`src/rtl/sfifo_gpio_if.sv`:
```
// sfifo_gpio_if
//   WISHBONE slave for the motion core. It drains a first-word-fall-through
//   sync FIFO through the DI register, counts base-period ticks, issues
//   indexed DOUT set/reset pulses and captures DIN rising edges with an IRQ.
//   A DI read stalls while the FIFO is empty. If the FIFO stays empty for
//   TO_CYC clocks, the read ends with wb_err_o.
//
// Ports
//   wb_clk_i, wb_rst_n_i   clock, asynchronous active-low reset
//   wb_cyc_i/stb_i/we_i    bus cycle, strobe, write enable
//   wb_sel_i[3:0]          byte selects (sel[3] = bits 31:24)
//   wb_adr_i[WB_AW-1:2]    word address, register select on [4:2]
//   wb_dat_i / wb_dat_o    write data / registered read data
//   wb_ack_o, wb_err_o     acknowledge / DI timeout error
//   sfifo_rd_o             FIFO pop pulse
//   sfifo_empty_i, sfifo_di FIFO empty flag and FWFT head word
//   sfifo_bp_tick_i        asynchronous base-period tick
//   dout_set_o/dout_rst_o  one-cycle indexed set/reset pulses
//   din_i                  asynchronous raw inputs
//   irq_o                  level interrupt
//
// Register map (word offset):
//   0 BP_TICK   RO count, any write clears
//   1 STATUS    b0 empty (RO), b1 timeout sticky (W1C), b2 IRQ_EN (RW)
//   2 DI        RO {head, 0...}, each read pops
//   3 DOUT_CMD  WO {en, val, idx[5:0]} in bits 31:24, needs sel[3]
//   4 DIN       RO synchronised inputs
//   5 DIN_EDGE  rising-edge sticky bits, W1C
//   6 DIN_IEN   RW edge mask
//   7           reserved
module sfifo_gpio_if #(
    parameter int unsigned WB_AW    = 6,
    parameter int unsigned WB_DW    = 32,
    parameter int unsigned SFIFO_DW = 16,
    parameter int unsigned DOUT_W   = 16,
    parameter int unsigned DIN_W    = 16,
    parameter int unsigned TO_CYC   = 1024
) (
    input  logic                wb_clk_i,
    input  logic                wb_rst_n_i,
    input  logic                wb_cyc_i,
    input  logic                wb_stb_i,
    input  logic                wb_we_i,
    input  logic [3:0]          wb_sel_i,
    input  logic [WB_AW-1:2]    wb_adr_i,
    input  logic [WB_DW-1:0]    wb_dat_i,
    output logic [WB_DW-1:0]    wb_dat_o,
    output logic                wb_ack_o,
    output logic                wb_err_o,
    output logic                sfifo_rd_o,
    input  logic                sfifo_empty_i,
    input  logic [SFIFO_DW-1:0] sfifo_di,
    input  logic                sfifo_bp_tick_i,
    output logic [DOUT_W-1:0]   dout_set_o,
    output logic [DOUT_W-1:0]   dout_rst_o,
    input  logic [DIN_W-1:0]    din_i,
    output logic                irq_o
);

    generate
        if (DOUT_W < 1 || DOUT_W > 64) begin : g_bad_dout_w
            $error("sfifo_gpio_if: DOUT_W must be in 1..64");
        end
        if (DIN_W < 1 || DIN_W > 32) begin : g_bad_din_w
            $error("sfifo_gpio_if: DIN_W must be in 1..32");
        end
        if (SFIFO_DW < 1 || SFIFO_DW > 32) begin : g_bad_sfifo_dw
            $error("sfifo_gpio_if: SFIFO_DW must be in 1..32");
        end
        if (WB_DW != 32) begin : g_bad_wb_dw
            $error("sfifo_gpio_if: WB_DW must be 32 (four byte selects)");
        end
        if (WB_AW < 5) begin : g_bad_wb_aw
            $error("sfifo_gpio_if: WB_AW must be at least 5");
        end
    endgenerate

    typedef enum logic [2:0] {
        REG_BP_TICK  = 3'd0,
        REG_STATUS   = 3'd1,
        REG_DI       = 3'd2,
        REG_DOUT_CMD = 3'd3,
        REG_DIN      = 3'd4,
        REG_DIN_EDGE = 3'd5,
        REG_DIN_IEN  = 3'd6,
        REG_RSVD     = 3'd7
    } reg_e;

    // The wait counter only has to reach TO_CYC-1; the error is issued on that cycle.
    localparam int unsigned    TO_W    = (TO_CYC > 1) ? $clog2(TO_CYC) : 1;
    localparam logic [TO_W-1:0] TO_LAST = TO_W'((TO_CYC > 0) ? TO_CYC - 1 : 0);

    reg_e               reg_sel;
    logic               req, wr, di_rd, di_wait, to_hit;
    logic [TO_W-1:0]    to_cnt;
    logic [WB_DW-1:0]   rdata;
    logic [31:0]        wmask;

    logic               to_sticky, irq_en, status_wr;

    logic [2:0]         bp_sync;
    logic               bp_rise, bp_clr;
    logic [31:0]        bp_cnt;

    logic [DIN_W-1:0]   din_s1, din_s2, din_s3;
    logic [DIN_W-1:0]   din_rise, din_edge, din_ien, edge_clr, ien_mask;
    logic               ien_wr;

    logic [7:0]         cmd_byte;
    logic               cmd_ok;
    logic [DOUT_W-1:0]  cmd_hot;

    logic               unused_ok;

    assign reg_sel = reg_e'(wb_adr_i[4:2]);

    // A request is not taken in the cycle its own ack/err is shown, so a
    // master that holds stb through that edge never gets two responses.
    assign req     = wb_cyc_i & wb_stb_i & ~wb_ack_o & ~wb_err_o;
    assign wr      = req & wb_we_i;
    assign di_rd   = req & ~wb_we_i & (reg_sel == REG_DI);
    assign di_wait = di_rd & sfifo_empty_i;
    assign to_hit  = di_wait & (TO_CYC != 0) & (to_cnt == TO_LAST);

    assign wmask = {{8{wb_sel_i[3]}}, {8{wb_sel_i[2]}}, {8{wb_sel_i[1]}}, {8{wb_sel_i[0]}}};

    assign status_wr = wr & (reg_sel == REG_STATUS) & wb_sel_i[0];
    assign bp_clr    = wr & (reg_sel == REG_BP_TICK);
    assign ien_wr    = wr & (reg_sel == REG_DIN_IEN);
    assign ien_mask  = wmask[DIN_W-1:0];
    assign edge_clr  = (wr && reg_sel == REG_DIN_EDGE) ? (wb_dat_i[DIN_W-1:0] & ien_mask) : '0;

    // bp_sync[1:0] is the two-flop synchroniser; bp_sync[2] is the previous
    // synchronised value for the edge detector. The DIN chain uses the same layout.
    assign bp_rise  = bp_sync[1] & ~bp_sync[2];
    assign din_rise = din_s2 & ~din_s3;

    assign cmd_byte = wb_dat_i[31:24];
    assign cmd_ok   = wr & (reg_sel == REG_DOUT_CMD) & wb_sel_i[3] & cmd_byte[7]
                    & ({1'b0, cmd_byte[5:0]} < 7'(DOUT_W));

    always_comb begin
        cmd_hot = '0;
        for (int unsigned i = 0; i < DOUT_W; i++) begin
            cmd_hot[i] = (cmd_byte[5:0] == 6'(i));
        end
    end

    always_comb begin
        rdata = '0;
        case (reg_sel)
            REG_BP_TICK:  rdata = bp_cnt;
            REG_STATUS:   begin
                rdata[0] = sfifo_empty_i;
                rdata[1] = to_sticky;
                rdata[2] = irq_en;
            end
            REG_DI:       rdata[WB_DW-1 -: SFIFO_DW] = sfifo_di;
            REG_DIN:      rdata[DIN_W-1:0] = din_s2;
            REG_DIN_EDGE: rdata[DIN_W-1:0] = din_edge;
            REG_DIN_IEN:  rdata[DIN_W-1:0] = din_ien;
            default:      rdata = '0;
        endcase
    end

    // Bus response, FIFO pop and DI empty-wait timeout.
    always_ff @(posedge wb_clk_i or negedge wb_rst_n_i) begin
        if (!wb_rst_n_i) begin
            wb_ack_o   <= 1'b0;
            wb_err_o   <= 1'b0;
            sfifo_rd_o <= 1'b0;
            wb_dat_o   <= '0;
            to_cnt     <= '0;
        end else begin
            wb_ack_o   <= req & ~di_wait;
            wb_err_o   <= to_hit;
            sfifo_rd_o <= di_rd & ~sfifo_empty_i;
            wb_dat_o   <= (req && !wb_we_i && !di_wait) ? rdata : '0;
            if (di_wait && TO_CYC != 0) begin
                to_cnt <= to_hit ? '0 : to_cnt + 1'b1;
            end else begin
                to_cnt <= '0;
            end
        end
    end

    // STATUS bits and the base-period tick counter.
    always_ff @(posedge wb_clk_i or negedge wb_rst_n_i) begin
        if (!wb_rst_n_i) begin
            to_sticky <= 1'b0;
            irq_en    <= 1'b0;
            bp_sync   <= '0;
            bp_cnt    <= '0;
        end else begin
            if (to_hit) begin
                to_sticky <= 1'b1;
            end else if (status_wr && wb_dat_i[1]) begin
                to_sticky <= 1'b0;
            end
            if (status_wr) begin
                irq_en <= wb_dat_i[2];
            end
            bp_sync <= {bp_sync[1:0], sfifo_bp_tick_i};
            // A clear coinciding with an edge still counts that edge.
            if (bp_clr) begin
                bp_cnt <= {31'd0, bp_rise};
            end else if (bp_rise) begin
                bp_cnt <= bp_cnt + 32'd1;
            end
        end
    end

    // DIN capture, edge stickies, mask, IRQ and DOUT pulses.
    always_ff @(posedge wb_clk_i or negedge wb_rst_n_i) begin
        if (!wb_rst_n_i) begin
            din_s1     <= '0;
            din_s2     <= '0;
            din_s3     <= '0;
            din_edge   <= '0;
            din_ien    <= '0;
            irq_o      <= 1'b0;
            dout_set_o <= '0;
            dout_rst_o <= '0;
        end else begin
            din_s1   <= din_i;
            din_s2   <= din_s1;
            din_s3   <= din_s2;
            // New edges win over a W1C to the same bit.
            din_edge <= (din_edge & ~edge_clr) | din_rise;
            if (ien_wr) begin
                din_ien <= (din_ien & ~ien_mask) | (wb_dat_i[DIN_W-1:0] & ien_mask);
            end
            irq_o      <= irq_en & (|(din_edge & din_ien));
            dout_set_o <= (cmd_ok &&  cmd_byte[6]) ? cmd_hot : '0;
            dout_rst_o <= (cmd_ok && !cmd_byte[6]) ? cmd_hot : '0;
        end
    end

    assign unused_ok = ^{wb_dat_i, wb_adr_i};

endmodule

```
`config.mk`:
```
export PLATFORM = sky130hd
export DESIGN_NAME = sfifo_gpio_if
export DESIGN_NICKNAME = d
export VERILOG_FILES = /design/src/rtl/sfifo_gpio_if.sv
export SDC_FILE = /design/constraint.sdc
export NUM_CORES = 1
export LEC_CHECK = 0
export ABC_AREA = 0
export BUFFER_PORTS_ARGS = -buffer_cell sky130_fd_sc_hd__clkbuf_2
export CAP_MARGIN = 15
export CORE_ASPECT_RATIO = 1.1
export CORE_MARGIN = 3
export CORE_UTILIZATION = 45
export DETAILED_ROUTE_END_ITERATION = 8
export PLACE_DENSITY_LB_ADDON = 0.05
export SLEW_MARGIN = 40
export SYNTH_ARGS = -nofsm -noshare
export SYNTH_HDL_FRONTEND = slang
export SYNTH_SLANG_ARGS = --single-unit
export TNS_END_PERCENT = 100
```
`constraint.sdc`:
```
create_clock -name wb_clk_i -period 3.39 [get_ports wb_clk_i]
set_clock_uncertainty 0.15 [all_clocks]
set_input_delay 0.678 -clock wb_clk_i [delete_from_list [all_inputs] [get_ports wb_clk_i]]
set_output_delay 0.678 -clock wb_clk_i [all_outputs]
set_load 0.01 [all_outputs]
```
Yosys cells after proc, flatten, opt, wreduce, memory -nomap -nowiden
Index checks and enable logic that the tools add are counted.
- register bits after elaboration: 195
- bits in latches: 0
- RAM bits: 0
- memory bits (read-only): 0
- memories kept: 0
- add/subtract/negate cells: 2
- multiply operators: 0
- divide/modulo/power cells: 0
- magnitude comparators: 1
- equal/unequal tests: 22
- shift-type cells: 0
- muxes and demuxes: 13
- bitwise operators: 36
- reduce and logical (&&, ||, !) cells: 14
- operators by type and width (operator ; number):
    $mux W32 ; 3
    $and A16 B16 Y16 ; 5
    $pmux W13 S4 ; 1
    $eq A6 B4 Y1 const B ; 8
    $mux W16 ; 3
    $not A16 Y16 ; 3
    $add A32 B1 Y32 const B ; 1
    $or A16 B16 Y16 ; 2
    $pmux W16 S2 ; 1
    $eq A6 B3 Y1 const B ; 4
    $and A1 B1 Y1 ; 20
    $mux W10 ; 2
    $reduce_or A16 Y1 ; 1
    $pmux W3 S5 ; 1
    $eq A6 B2 Y1 const B ; 2
    $add A10 B1 Y10 const B ; 1
    $eq A10 B10 Y1 const B ; 1
    $eq A3 B3 Y1 const B ; 3
    $eq A3 B2 Y1 const B ; 2
    $eq A6 B1 Y1 const B ; 1
    $logic_and A1 B1 Y1 ; 6
    $logic_not A6 Y1 ; 1
    $lt A6 B5 Y1 const B ; 1
    $not A1 Y1 ; 6
    other kinds (5) ; 9

Logic depth before layout (Yosys ltp)
- word-level depth: 10
- mapped depth: 7
- depth with buffers taken out: 5

Worst setup path before layout
Ideal clock, no wire load.
- path type: input port to flip-flop
- start point: input port wb_adr_i[4] (netlist name)
- end point: register with a tool-made name
- setup time: 0.125 ns
- data arrival time: 1.884 ns
- setup slack: 1.232 ns
- stages: 5
- cells stage by stage: buf_2 inv_1 nor3b_4 nand4_2 mux2_2
- RTL lines (element ; RTL line ; text):
    start: declaration ; 45 ; input logic [WB_AW-1:2] wb_adr_i,

==> results.yml <==
clock_tree:
  clock_sinks: 195
  numCtsBuffers: 17
  clkSlewWorstSetupHoldPaths_ps: 70
  cts_buffer_depth: 2
  hold_buffers: 0
  post_cts_buffers: 0
  clk_latency_ps: 430
  cts-resized-gates: 0
  htree_levels: 4
  cts_root_buf: "clkbuf_16"
  cts_tree: "yes"
yosys:
  synth_cell_type_count: 45
  synth_seq_cells: 195
  synth_area_um2: 7660
  ys_seq_area_share_pct: 63.7
  synth.net_count: 736
  yosysWarningCount: 0
  synth-async-reset-ratio_pct: 100
  syn-instance-count: 655
  syn_area_per_cell_um2: 11.7
  netlist_top_cells_area: "dfrtp_1 64%, a22oi_1 4.8%, nor2_1 3.7%"
  synthMostInstantiatedCell: "dfrtp_1"
  synth_top_area_cell: "dfrtp_1"
  ys_top_cells_by_count: "195 x dfrtp_1, 76 x nor2_1, 49 x a22oi_1, 45 x nand2_1, 32 x a21oi_1"
  synthFlopType: "dfrtp_1"
  synth_edf_count: 0
  yosysTopAreaCellShare_pct: 63.7
critical_path:
  cp-end-kind: "flop"
  cp_slowest_stage_delay_ps: 470
  startpoint_type: "primary input"
  crit_slowest_cell: "nor3b_4"
  crit_type: "primary input to flop"
  crit_fanout: 11
  crit_required_ps: 3550
  cp_num_cells: 5
  crit_arrival_ps: 2410
  r2r_end: "bp_cnt[20]$_DFFE_PN0P_"
  critPathLaunch: "wb_adr_i[4]"
  r2r_slack_ps: 1170
  reg2reg_from: "bp_cnt[3]$_DFFE_PN0P_"
  crit_chain: "clkbuf_2, inv_1, nor3b_4, nand4_2, mux2_2"
  crit_family: "simple AND/OR/NAND/NOR gates"
  reg2reg_depth: 4
  crit_buf_inv: 2
cells_and_area:
  antennaDiodeCount: 0
  drive_above_1_share_pct: 25.5
  regArea_um2: 4880
  syn_to_final_growth_pct: 20.7
  fillCellCount: 1456
  multi_input_area_um2: 2580
  final_nets: 873
power_and_ir_drop:
  p_leak_nw: 4.32
  ir_worst_vdd_uv: 340
  powerDensity_nw_per_um2: 582
  p_total_mw: 5.38
sta:
  setup_viol_count_final: 0
  finalCriticalPeriod_ps: 2250
  fmax_mhz: 444
  slew_headroom_pct: 53.4
  period_share_pct: 66.4
  worst_pin_slew_ps: 699
  setup_tns_ps: 0
  hold_violations: 0
  maxSlewViolCount: 0
  rsz0062_at_grt: "no"
route:
  dr.pass1.iters: 6
  first_iter_violations: 428
  num_vias: 5619
  final_antenna_net_count: 0
  via_per_inst: 5.57
  drt-met1-wl_um: 8000
  wl_met2_um: 8530
  top_layer: "met4"
  met3_length_um: 1060
  wirelength_um: 17900
  drc: 0
  routedWlPerCell_um: 17.8
global_route:
  overflow: 0
  grt_max_degree: 90
  grt_pass1_vias: 5590
  grt.total_usage_pct: 19.9
  grt_pass1_wl_um: 28900
  antenna_found_initial: 0
floorplan:
  die_y_um: 143
  num_rows: 49
  initial_core_util_pct: 46.3
  die_area_um2: 18600
  core_um2: 16600
  top_level_ports: 147
  fp.dieW_um: 130
placement:
  routabilityCongestion: 0.817
  io_buffers: 136
  place_hpwl_um: 12800
outcome:
  status: "completed"
run:
  drv_cap: 0
min_path:
  hold_class: "primary input to asynchronous set/reset pin"
[metrics by stage]
stage          hold WS (ps)  instances  setup WS [ps]  cell area [um^2]  util [%]
2_1_floorplan           181        655           1230              7660         -
3_3_place_gp            183        977            770              8600      52.0
3_5_place_dp            185        977            734              8600      52.0
4_1_cts                 171       1009           1190              9250      55.9
5_1_grt                 178       1009           1020              9250      55.9
6_report                155       1009           1140              9250      55.9
[final cells by class]
| class | count | share of cell area (%) |
|---|---|---|
| Inverter | 23 | 0.934 |
| Clock buffer | 20 | 4.94 |
| Clock inverter | 12 | 2.06 |
| Timing Repair Buffer | 149 | 8.65 |
| Multi-Input combinational cell | 406 | 27.9 |
| Tap cell | 204 | 2.76 |
| Sequential cell | 195 | 52.8 |
[layer usage]
| metal | GRT usage [%] | vias to the layer above |
|---|---|---|
| met1 | 27.0 | 2796 |
| met4 | 7.04 | 0 |
| met2 | 32.2 | 200 |
| li1 | - | 2600 |
| met3 | 4.12 | 23 |
| met5 | 0 | - |
[worst register-to-register path: cells and delay by family (launching register included)]
family	cells	cell delay, ps
AND/OR/NAND/NOR	3	1330
flip-flops	1	510
AO/OA/AOI/OAI	1	150
[power by group]
part	internal [mW]	total (mW)	leakage (nW)	switching (mW)
combinational	0.207	0.465	1.54	0.258
sequential	2.50	2.73	2.46	0.229
clock	1.29	2.19	0.311	0.896
total	4.00	5.38	4.32	1.38
[flip-flops by register name (all words and copies together), names as in the netlist, named ones only]
| name | flops |
|---|---|
| irq_en | 1 |
| sfifo_rd_o | 1 |
| wb_ack_o | 1 |
| to_sticky | 1 |
| bp_cnt | 32 |
| din_s2 | 16 |
| dout_set_o | 16 |
| dout_rst_o | 16 |
| bp_sync | 3 |
| to_cnt | 10 |
| din_s1 | 16 |
| din_edge | 16 |
| wb_dat_o | 32 |
| din_s3 | 16 |
| irq_o | 1 |
| wb_err_o | 1 |
[worst max-delay path by stage]
stage                                        end  slack, ps
final                                       flop       1140
after global routing      bp_cnt[20]$_DFFE_PN0P_       1020
after CTS                                   flop       1190
after detailed placement                    flop        730
after global placement                      flop        770
after floorplan                             flop       1230
[cells in the final DEF, fill, tap and decap left out, types with 3 or more instances in the layout]
cell,n
a21boi_0,3
a21oi_1,32
a22o_1,18
a22oi_1,49
and3_1,7
and4_1,8
buf_4,12
bufinv_16,4
clkbuf_16,17
clkbuf_2,135
clkbuf_8,3
dfrtp_1,195
inv_1,23
inv_6,5
mux2_2,17
mux2i_1,11
nand2_1,45
nand2b_1,14
nand3_1,22
nand3b_1,5
nand4_1,10
nand4_2,3
nor2_1,76
nor2b_1,4
nor3_1,5
nor4_1,8
o21a_1,3
o21ai_0,7
o31ai_1,7
or3_1,7
or4_1,7
xnor2_1,8
xor2_1,9
[cell families after synthesis]
group	after synthesis	synth area share [%]
xor gates and xnor gates	17	1.94
buffers and inverters	54	2.81
AOI/OAI and AO/OA	124	11.3
DFF	195	63.7
muxes	28	3.93
adders and majority gates	2	0.326
and+or+nand+nor	235	16.0
(Power assumes the default switching activity.)
